==> src/rtl/hazard_ctrl_if.sv <==
// Pipeline hazard interface: hazard inputs gathered from the pipeline
// registers, latch control outputs, and the hazard statistics.
interface hazard_ctrl_if;
  logic [3:0]  if_id_rs;
  logic [3:0]  if_id_rt;
  logic [3:0]  id_ex_rd;
  logic        id_ex_memrd;
  logic        ex_branch_taken;
  logic        mem_req;
  logic        mem_ready;
  logic        pc_we;
  logic        if_id_we;
  logic        if_id_flush;
  logic        id_ex_flush;
  logic        ex_mem_we;
  logic        mem_wb_flush;
  logic [15:0] stall_cycles;
  logic [7:0]  flush_count;
  logic        mem_timeout;

  // Pipeline side: supplies hazard information, consumes latch controls.
  modport master (
    output if_id_rs, if_id_rt, id_ex_rd, id_ex_memrd, ex_branch_taken,
    output mem_req, mem_ready,
    input  pc_we, if_id_we, if_id_flush, id_ex_flush, ex_mem_we, mem_wb_flush,
    input  stall_cycles, flush_count, mem_timeout
  );

  // Hazard unit side.
  modport slave (
    input  if_id_rs, if_id_rt, id_ex_rd, id_ex_memrd, ex_branch_taken,
    input  mem_req, mem_ready,
    output pc_we, if_id_we, if_id_flush, id_ex_flush, ex_mem_we, mem_wb_flush,
    output stall_cycles, flush_count, mem_timeout
  );
endinterface

==> src/rtl/hazard_ctrl.sv <==
// Five-stage pipeline hazard controller: load-use stalls, branch flushes,
// data-memory wait freezing with a watchdog, and saturating statistics.
// Priority is memory stall > taken branch > load-use; reset overrides all.
module hazard_ctrl (
  input  logic         clk,
  input  logic         rst,
  hazard_ctrl_if.slave hz
);

  // Encoding is fixed so RUN reads as 0 and MEM_WAIT as 1.
  typedef enum logic [0:0] {
    RUN      = 1'b0,
    MEM_WAIT = 1'b1
  } state_t;

  state_t      state_reg, state_next;
  logic [7:0]  wait_cnt_reg, wait_cnt_next;
  logic [15:0] stall_cycles_reg, stall_cycles_next;
  logic [7:0]  flush_count_reg, flush_count_next;
  logic        mem_timeout_reg, mem_timeout_next;

  logic load_use;
  logic mem_stall;
  logic branch_act;

  logic pc_we, if_id_we, if_id_flush, id_ex_flush, ex_mem_we, mem_wb_flush;

  // Hazard detection; register 0 is hardwired and never a dependency.
  always_comb begin
    load_use  = hz.id_ex_memrd && (hz.id_ex_rd != 4'd0) &&
                ((hz.id_ex_rd == hz.if_id_rs) || (hz.id_ex_rd == hz.if_id_rt));
    mem_stall = hz.mem_req && !hz.mem_ready;
  end

  // Latch controls: prioritised hazard decode, reset forces a full flush.
  always_comb begin
    pc_we        = 1'b1;
    if_id_we     = 1'b1;
    if_id_flush  = 1'b0;
    id_ex_flush  = 1'b0;
    ex_mem_we    = 1'b1;
    mem_wb_flush = 1'b0;
    branch_act   = 1'b0;
    if (rst) begin
      pc_we        = 1'b0;
      if_id_we     = 1'b0;
      ex_mem_we    = 1'b0;
      if_id_flush  = 1'b1;
      id_ex_flush  = 1'b1;
      mem_wb_flush = 1'b1;
    end else if (mem_stall) begin
      // Freeze everything up to MEM; WB receives a bubble. A taken branch
      // held in the frozen EX stage is acted on once the stall clears.
      pc_we        = 1'b0;
      if_id_we     = 1'b0;
      ex_mem_we    = 1'b0;
      mem_wb_flush = 1'b1;
    end else if (hz.ex_branch_taken) begin
      branch_act   = 1'b1;
      if_id_flush  = 1'b1;
      id_ex_flush  = 1'b1;
    end else if (load_use) begin
      pc_we        = 1'b0;
      if_id_we     = 1'b0;
      id_ex_flush  = 1'b1;
    end
  end

  // Memory-wait FSM next state.
  always_comb begin
    state_next = state_reg;
    case (state_reg)
      RUN:      if (mem_stall) state_next = MEM_WAIT;
      MEM_WAIT: if (hz.mem_ready || !hz.mem_req) state_next = RUN;
      default:  state_next = RUN;
    endcase
  end

  // Watchdog and statistics next values, all saturating.
  always_comb begin
    wait_cnt_next     = wait_cnt_reg;
    mem_timeout_next  = mem_timeout_reg;
    stall_cycles_next = stall_cycles_reg;
    flush_count_next  = flush_count_reg;
    if (state_reg == RUN) begin
      wait_cnt_next = 8'd0;
    end else if (mem_stall && (wait_cnt_reg != 8'hFF)) begin
      wait_cnt_next = wait_cnt_reg + 8'd1;
    end
    if (mem_stall && (wait_cnt_reg == 8'hFF)) begin
      mem_timeout_next = 1'b1;
    end
    if (!pc_we && (stall_cycles_reg != 16'hFFFF)) begin
      stall_cycles_next = stall_cycles_reg + 16'd1;
    end
    if (branch_act && (flush_count_reg != 8'hFF)) begin
      flush_count_next = flush_count_reg + 8'd1;
    end
  end

  // State registers with synchronous reset.
  always_ff @(posedge clk) begin
    if (rst) begin
      state_reg        <= RUN;
      wait_cnt_reg     <= 8'd0;
      stall_cycles_reg <= 16'd0;
      flush_count_reg  <= 8'd0;
      mem_timeout_reg  <= 1'b0;
    end else begin
      state_reg        <= state_next;
      wait_cnt_reg     <= wait_cnt_next;
      stall_cycles_reg <= stall_cycles_next;
      flush_count_reg  <= flush_count_next;
      mem_timeout_reg  <= mem_timeout_next;
    end
  end

  assign hz.pc_we        = pc_we;
  assign hz.if_id_we     = if_id_we;
  assign hz.if_id_flush  = if_id_flush;
  assign hz.id_ex_flush  = id_ex_flush;
  assign hz.ex_mem_we    = ex_mem_we;
  assign hz.mem_wb_flush = mem_wb_flush;
  assign hz.stall_cycles = stall_cycles_reg;
  assign hz.flush_count  = flush_count_reg;
  assign hz.mem_timeout  = mem_timeout_reg;

endmodule
==> src/flat_wrapper.sv <==
// flat-port wrapper written by rule: the top's interface ports become plain ports
module hazard_ctrl_flat 
  (clk, rst, hz_if_id_rs, hz_if_id_rt, hz_id_ex_rd, hz_id_ex_memrd, hz_ex_branch_taken, hz_mem_req, hz_mem_ready, hz_pc_we, hz_if_id_we, hz_if_id_flush, hz_id_ex_flush, hz_ex_mem_we, hz_mem_wb_flush, hz_stall_cycles, hz_flush_count, hz_mem_timeout);
  hazard_ctrl_if hz_i ();
  input  logic clk;
  input  logic rst;
  input wire logic [$bits(hz_i.if_id_rs)-1:0] hz_if_id_rs;
  input wire logic [$bits(hz_i.if_id_rt)-1:0] hz_if_id_rt;
  input wire logic [$bits(hz_i.id_ex_rd)-1:0] hz_id_ex_rd;
  input wire logic [$bits(hz_i.id_ex_memrd)-1:0] hz_id_ex_memrd;
  input wire logic [$bits(hz_i.ex_branch_taken)-1:0] hz_ex_branch_taken;
  input wire logic [$bits(hz_i.mem_req)-1:0] hz_mem_req;
  input wire logic [$bits(hz_i.mem_ready)-1:0] hz_mem_ready;
  output wire logic [$bits(hz_i.pc_we)-1:0] hz_pc_we;
  output wire logic [$bits(hz_i.if_id_we)-1:0] hz_if_id_we;
  output wire logic [$bits(hz_i.if_id_flush)-1:0] hz_if_id_flush;
  output wire logic [$bits(hz_i.id_ex_flush)-1:0] hz_id_ex_flush;
  output wire logic [$bits(hz_i.ex_mem_we)-1:0] hz_ex_mem_we;
  output wire logic [$bits(hz_i.mem_wb_flush)-1:0] hz_mem_wb_flush;
  output wire logic [$bits(hz_i.stall_cycles)-1:0] hz_stall_cycles;
  output wire logic [$bits(hz_i.flush_count)-1:0] hz_flush_count;
  output wire logic [$bits(hz_i.mem_timeout)-1:0] hz_mem_timeout;
  assign hz_i.if_id_rs = hz_if_id_rs;
  assign hz_i.if_id_rt = hz_if_id_rt;
  assign hz_i.id_ex_rd = hz_id_ex_rd;
  assign hz_i.id_ex_memrd = hz_id_ex_memrd;
  assign hz_i.ex_branch_taken = hz_ex_branch_taken;
  assign hz_i.mem_req = hz_mem_req;
  assign hz_i.mem_ready = hz_mem_ready;
  assign hz_pc_we = hz_i.pc_we;
  assign hz_if_id_we = hz_i.if_id_we;
  assign hz_if_id_flush = hz_i.if_id_flush;
  assign hz_id_ex_flush = hz_i.id_ex_flush;
  assign hz_ex_mem_we = hz_i.ex_mem_we;
  assign hz_mem_wb_flush = hz_i.mem_wb_flush;
  assign hz_stall_cycles = hz_i.stall_cycles;
  assign hz_flush_count = hz_i.flush_count;
  assign hz_mem_timeout = hz_i.mem_timeout;
  hazard_ctrl u_core (.clk(clk), .rst(rst), .hz(hz_i));
endmodule
==> config.mk <==
export PLATFORM = sky130hd
export DESIGN_NAME = hazard_ctrl_flat
export DESIGN_NICKNAME = d
export VERILOG_FILES = /design/src/rtl/hazard_ctrl_if.sv /design/src/rtl/hazard_ctrl.sv /design/src/flat_wrapper.sv
export SDC_FILE = /design/constraint.sdc
export NUM_CORES = 1
export LEC_CHECK = 0
export CELL_PAD_IN_SITES_DETAIL_PLACEMENT = 2
export CELL_PAD_IN_SITES_GLOBAL_PLACEMENT = 2
export CORE_MARGIN = 1.5
export CORE_UTILIZATION = 29
export DETAILED_ROUTE_END_ITERATION = 7
export PLACE_DENSITY = 0.86
export SETUP_SLACK_MARGIN = 0.15
export SLEW_MARGIN = 30
export SYNTH_ARGS = -nofsm -noshare
export SYNTH_HDL_FRONTEND = slang
export SYNTH_SLANG_ARGS = --single-unit
==> constraint.sdc <==
create_clock -name clk -period 5.85 [get_ports clk]
set_input_delay 0.8775 -clock clk [delete_from_list [all_inputs] [get_ports clk]]
set_output_delay 0.8775 -clock clk [all_outputs]
set_load 0.05 [all_outputs]
==> run summary <==
status - finished clean
P per Cell Area - 214 nW/µm²
Final TNS setup - 0 ns
syn nets - 213
Setup Buffers After CTS - 0
Resized cells post-CTS - 0
Clock Latency Late Sink - 0.29 ns
Setup Skew - 0.00896 ns
Worst R2R Start - u_core.hz.stall_cycles[6]
crit path cell chain - clkdlybuf4s50_1 > xor2_1 > nor4_2 > nor2_1 > o311ai_0 > clkdlybuf4s50_1
Final period util - 0.692
proportion of layout cells with a drive suffix above 1 - 0.0535
Worst-path clk slew - 0.08 ns
reg-to-reg endpoint - u_core.hz.stall_cycles[15]
final instance area - 2330 µm²
most frequent CP cell - clkdlybuf4s50_1
Max FO, Critical Path - 3
Slew HR - 0.623
crit path max-delay cell type - clkdlybuf4s50_1
R2R setup slack - 3.82 ns
Peak VDD IR - 0.0000933 V
Critical Path End - hz_id_ex_flush
post-synthesis sequential area ratio - 0.399
Starting Density - 0.304
clock buffer count from CTS - 5
Core ar. - 5610 µm²
Port-buffer cells - 48
Die ar. - 6350 µm²
Gate Count Post-Synth - 192
final critical-path required period - 4.05 ns
final setup fails - 0
CP Capture Type - output port
DRC - 0
number of global-route vias before repair - 1662
drt pass-1 iters - 6
Non-Filler Instances - 315
die width - 79.7 µm
num rows - 27
global placer's final weighted congestion - 0.737
Detailed Place HPWL - 3610 µm
Max-cap violations - 0
Min-Delay Path Class - reg2reg
Cell variety after synth - 36
dominant synthesized flop cell - dfxtp_1
Avg Vias per Cell - 5.11
Worst-Margin Slew - 0.559 ns
unrepaired setup endpoints after global routing - no
Vert. Die Dim - 79.7 µm
largest net degree at the start of global routing - 33
leakage power - 0.829 nW
Nets - 263
Synth async-reset ratio - 0
Final Hold Viols - 0
H-Tree Depth - 2
CTS tree - yes
Slew Limit Fails - 0
final hold slack - 0.493 ns
number of clock sinks - 34
max incr delay on CP - 0.87 ns
DR iter-0 viols - 53
Ys Warns - 0
maximum root-to-sink buffer count - 2
WL per Instance - 15.6 µm
R2R depth - 6
Critical Path AT - 3.17 ns
total number of vias - 1610
Post-synth EDFFs - 0
first-pass GRT wire length - 8430 µm
synthesized flop and latch total - 34
Antenna Cells - 0
placed inst area - 2240 µm²
Largest register FFs - 16
DP Cell Count - 307
FMAX - 247 MHz
post-route ant nets - 0
CP required - 4.97 ns
CP Class - in2out
area growth from synthesis to layout - 36.8%
io pins - 49
initial antenna violation count - 0
Worst setup startpoint - hz_id_ex_rd[1]
cell area after synthesis - 1710 µm²
clock root buffer - clkbuf_8
Worst Setup Start Kind - input pin
Post-Route WL - 4910 µm
Post-Syn Area per Cell - 8.89 µm²
Remaining Overflow, GRT - 0
GR Util All Layers - 0.170
Hold-fix buffers, CTS - 0
Filler Cell Count - 627
-- cell usage in the layout, fill, tap and decap left out, drive strengths merged, types with 4 or more instances in the layout --
cell type,n
a21oi,9
and3,7
clkbuf,7
clkdlybuf4s50,48
dfxtp,34
nand2,11
nand3,13
nand4,8
nor2,28
nor2b,4
nor4,4
o21ai,6
or3,6
xnor2,4
xor2,22
-- layer usage --
metal | track usage | wire length, µm | vias to the layer above
met5 | 0 | 0 | -
met3 | 0.0411 | 245 | 2
met4 | 0.0421 | 24 | 0
met1 | 0.222 | 2270 | 780
met2 | 0.280 | 2370 | 42
li1 | - | - | 786
-- through the flow --
| stage | utilization | power, mW | setup slack, ns |
|---|---|---|---|
| 2_1_floorplan | - | 0.294 | 1.72 |
| 3_3_place_gp | 0.400 | 0.323 | 1.77 |
| 3_5_place_dp | 0.400 | 0.325 | 1.78 |
| 4_1_cts | 0.416 | 0.510 | 1.78 |
| 5_1_grt | 0.416 | 0.526 | 1.58 |
| 6_report | 0.416 | 0.500 | 1.80 |
-- Yosys cell counts, types with 4 or more instances --
library cell	n	area, µm²
or3_1	6	37.5
nand4_1	8	50.1
dfxtp_1	34	681
xnor2_1	4	35.0
nor2b_1	4	25.0
nor2_1	28	105
a21oi_1	9	45.0
xor2_1	22	193
o21ai_0	6	30.0
nand2_1	10	37.5
and3_1	7	43.8
nand3_1	13	65.1
-- report_power, final --
part           internal, mW  total [mW]  switching, mW
Sequential            0.235       0.239        0.00403
Combinational        0.0311      0.0802         0.0491
Clock                0.0950       0.181         0.0862
-- cells by family after synthesis --
logic type / Yosys count / synth area share
flops: 34 / 0.399
compound gates: 24 / 0.0902
simple gates: 90 / 0.287
buf+inv: 9 / 0.0308
fa+ha+maj: 3 / 0.0220
xor+xnor: 26 / 0.133
mux: 6 / 0.0374
-- how the worst min path moves through the flow --
stage	depth (start not counted)	slack (ns)	startpoint	to
2_1_floorplan	2	0.47	u_core.wait_cnt_reg[5]	u_core.wait_cnt_reg[5]
3_3_place_gp	2	0.45	u_core.hz.mem_timeout	u_core.hz.mem_timeout
3_5_place_dp	2	0.48	u_core.hz.mem_timeout	u_core.hz.mem_timeout
4_1_cts	2	0.50	u_core.hz.mem_timeout	u_core.hz.mem_timeout
5_1_grt	2	0.54	u_core.hz.stall_cycles[11]	u_core.hz.stall_cycles[11]
6_report	2	0.49	u_core.hz.mem_timeout	u_core.hz.mem_timeout
-- area by class of cell --
cell class,instances,area (µm²),share of cell area
multi-input cells,149,973,0.417
flip-flops and latches,34,681,0.292
repair buffers,49,488,0.209
well taps,72,90.1,0.0386
clock buffers,7,86.3,0.0370
inverters,3,11.3,0.00482
clock inverters,1,5.00,0.00214
-- worst max-delay path, delay by kind of cell --
kind	cells	cell delay [ns]
AND/OR/NAND/NOR	2	0.43
XOR/XNOR	1	0.20
AO/OA/AOI/OAI	1	0.31
buffers and inverters	2	1.35
Note: power is estimated with default switching activity, not from simulation.
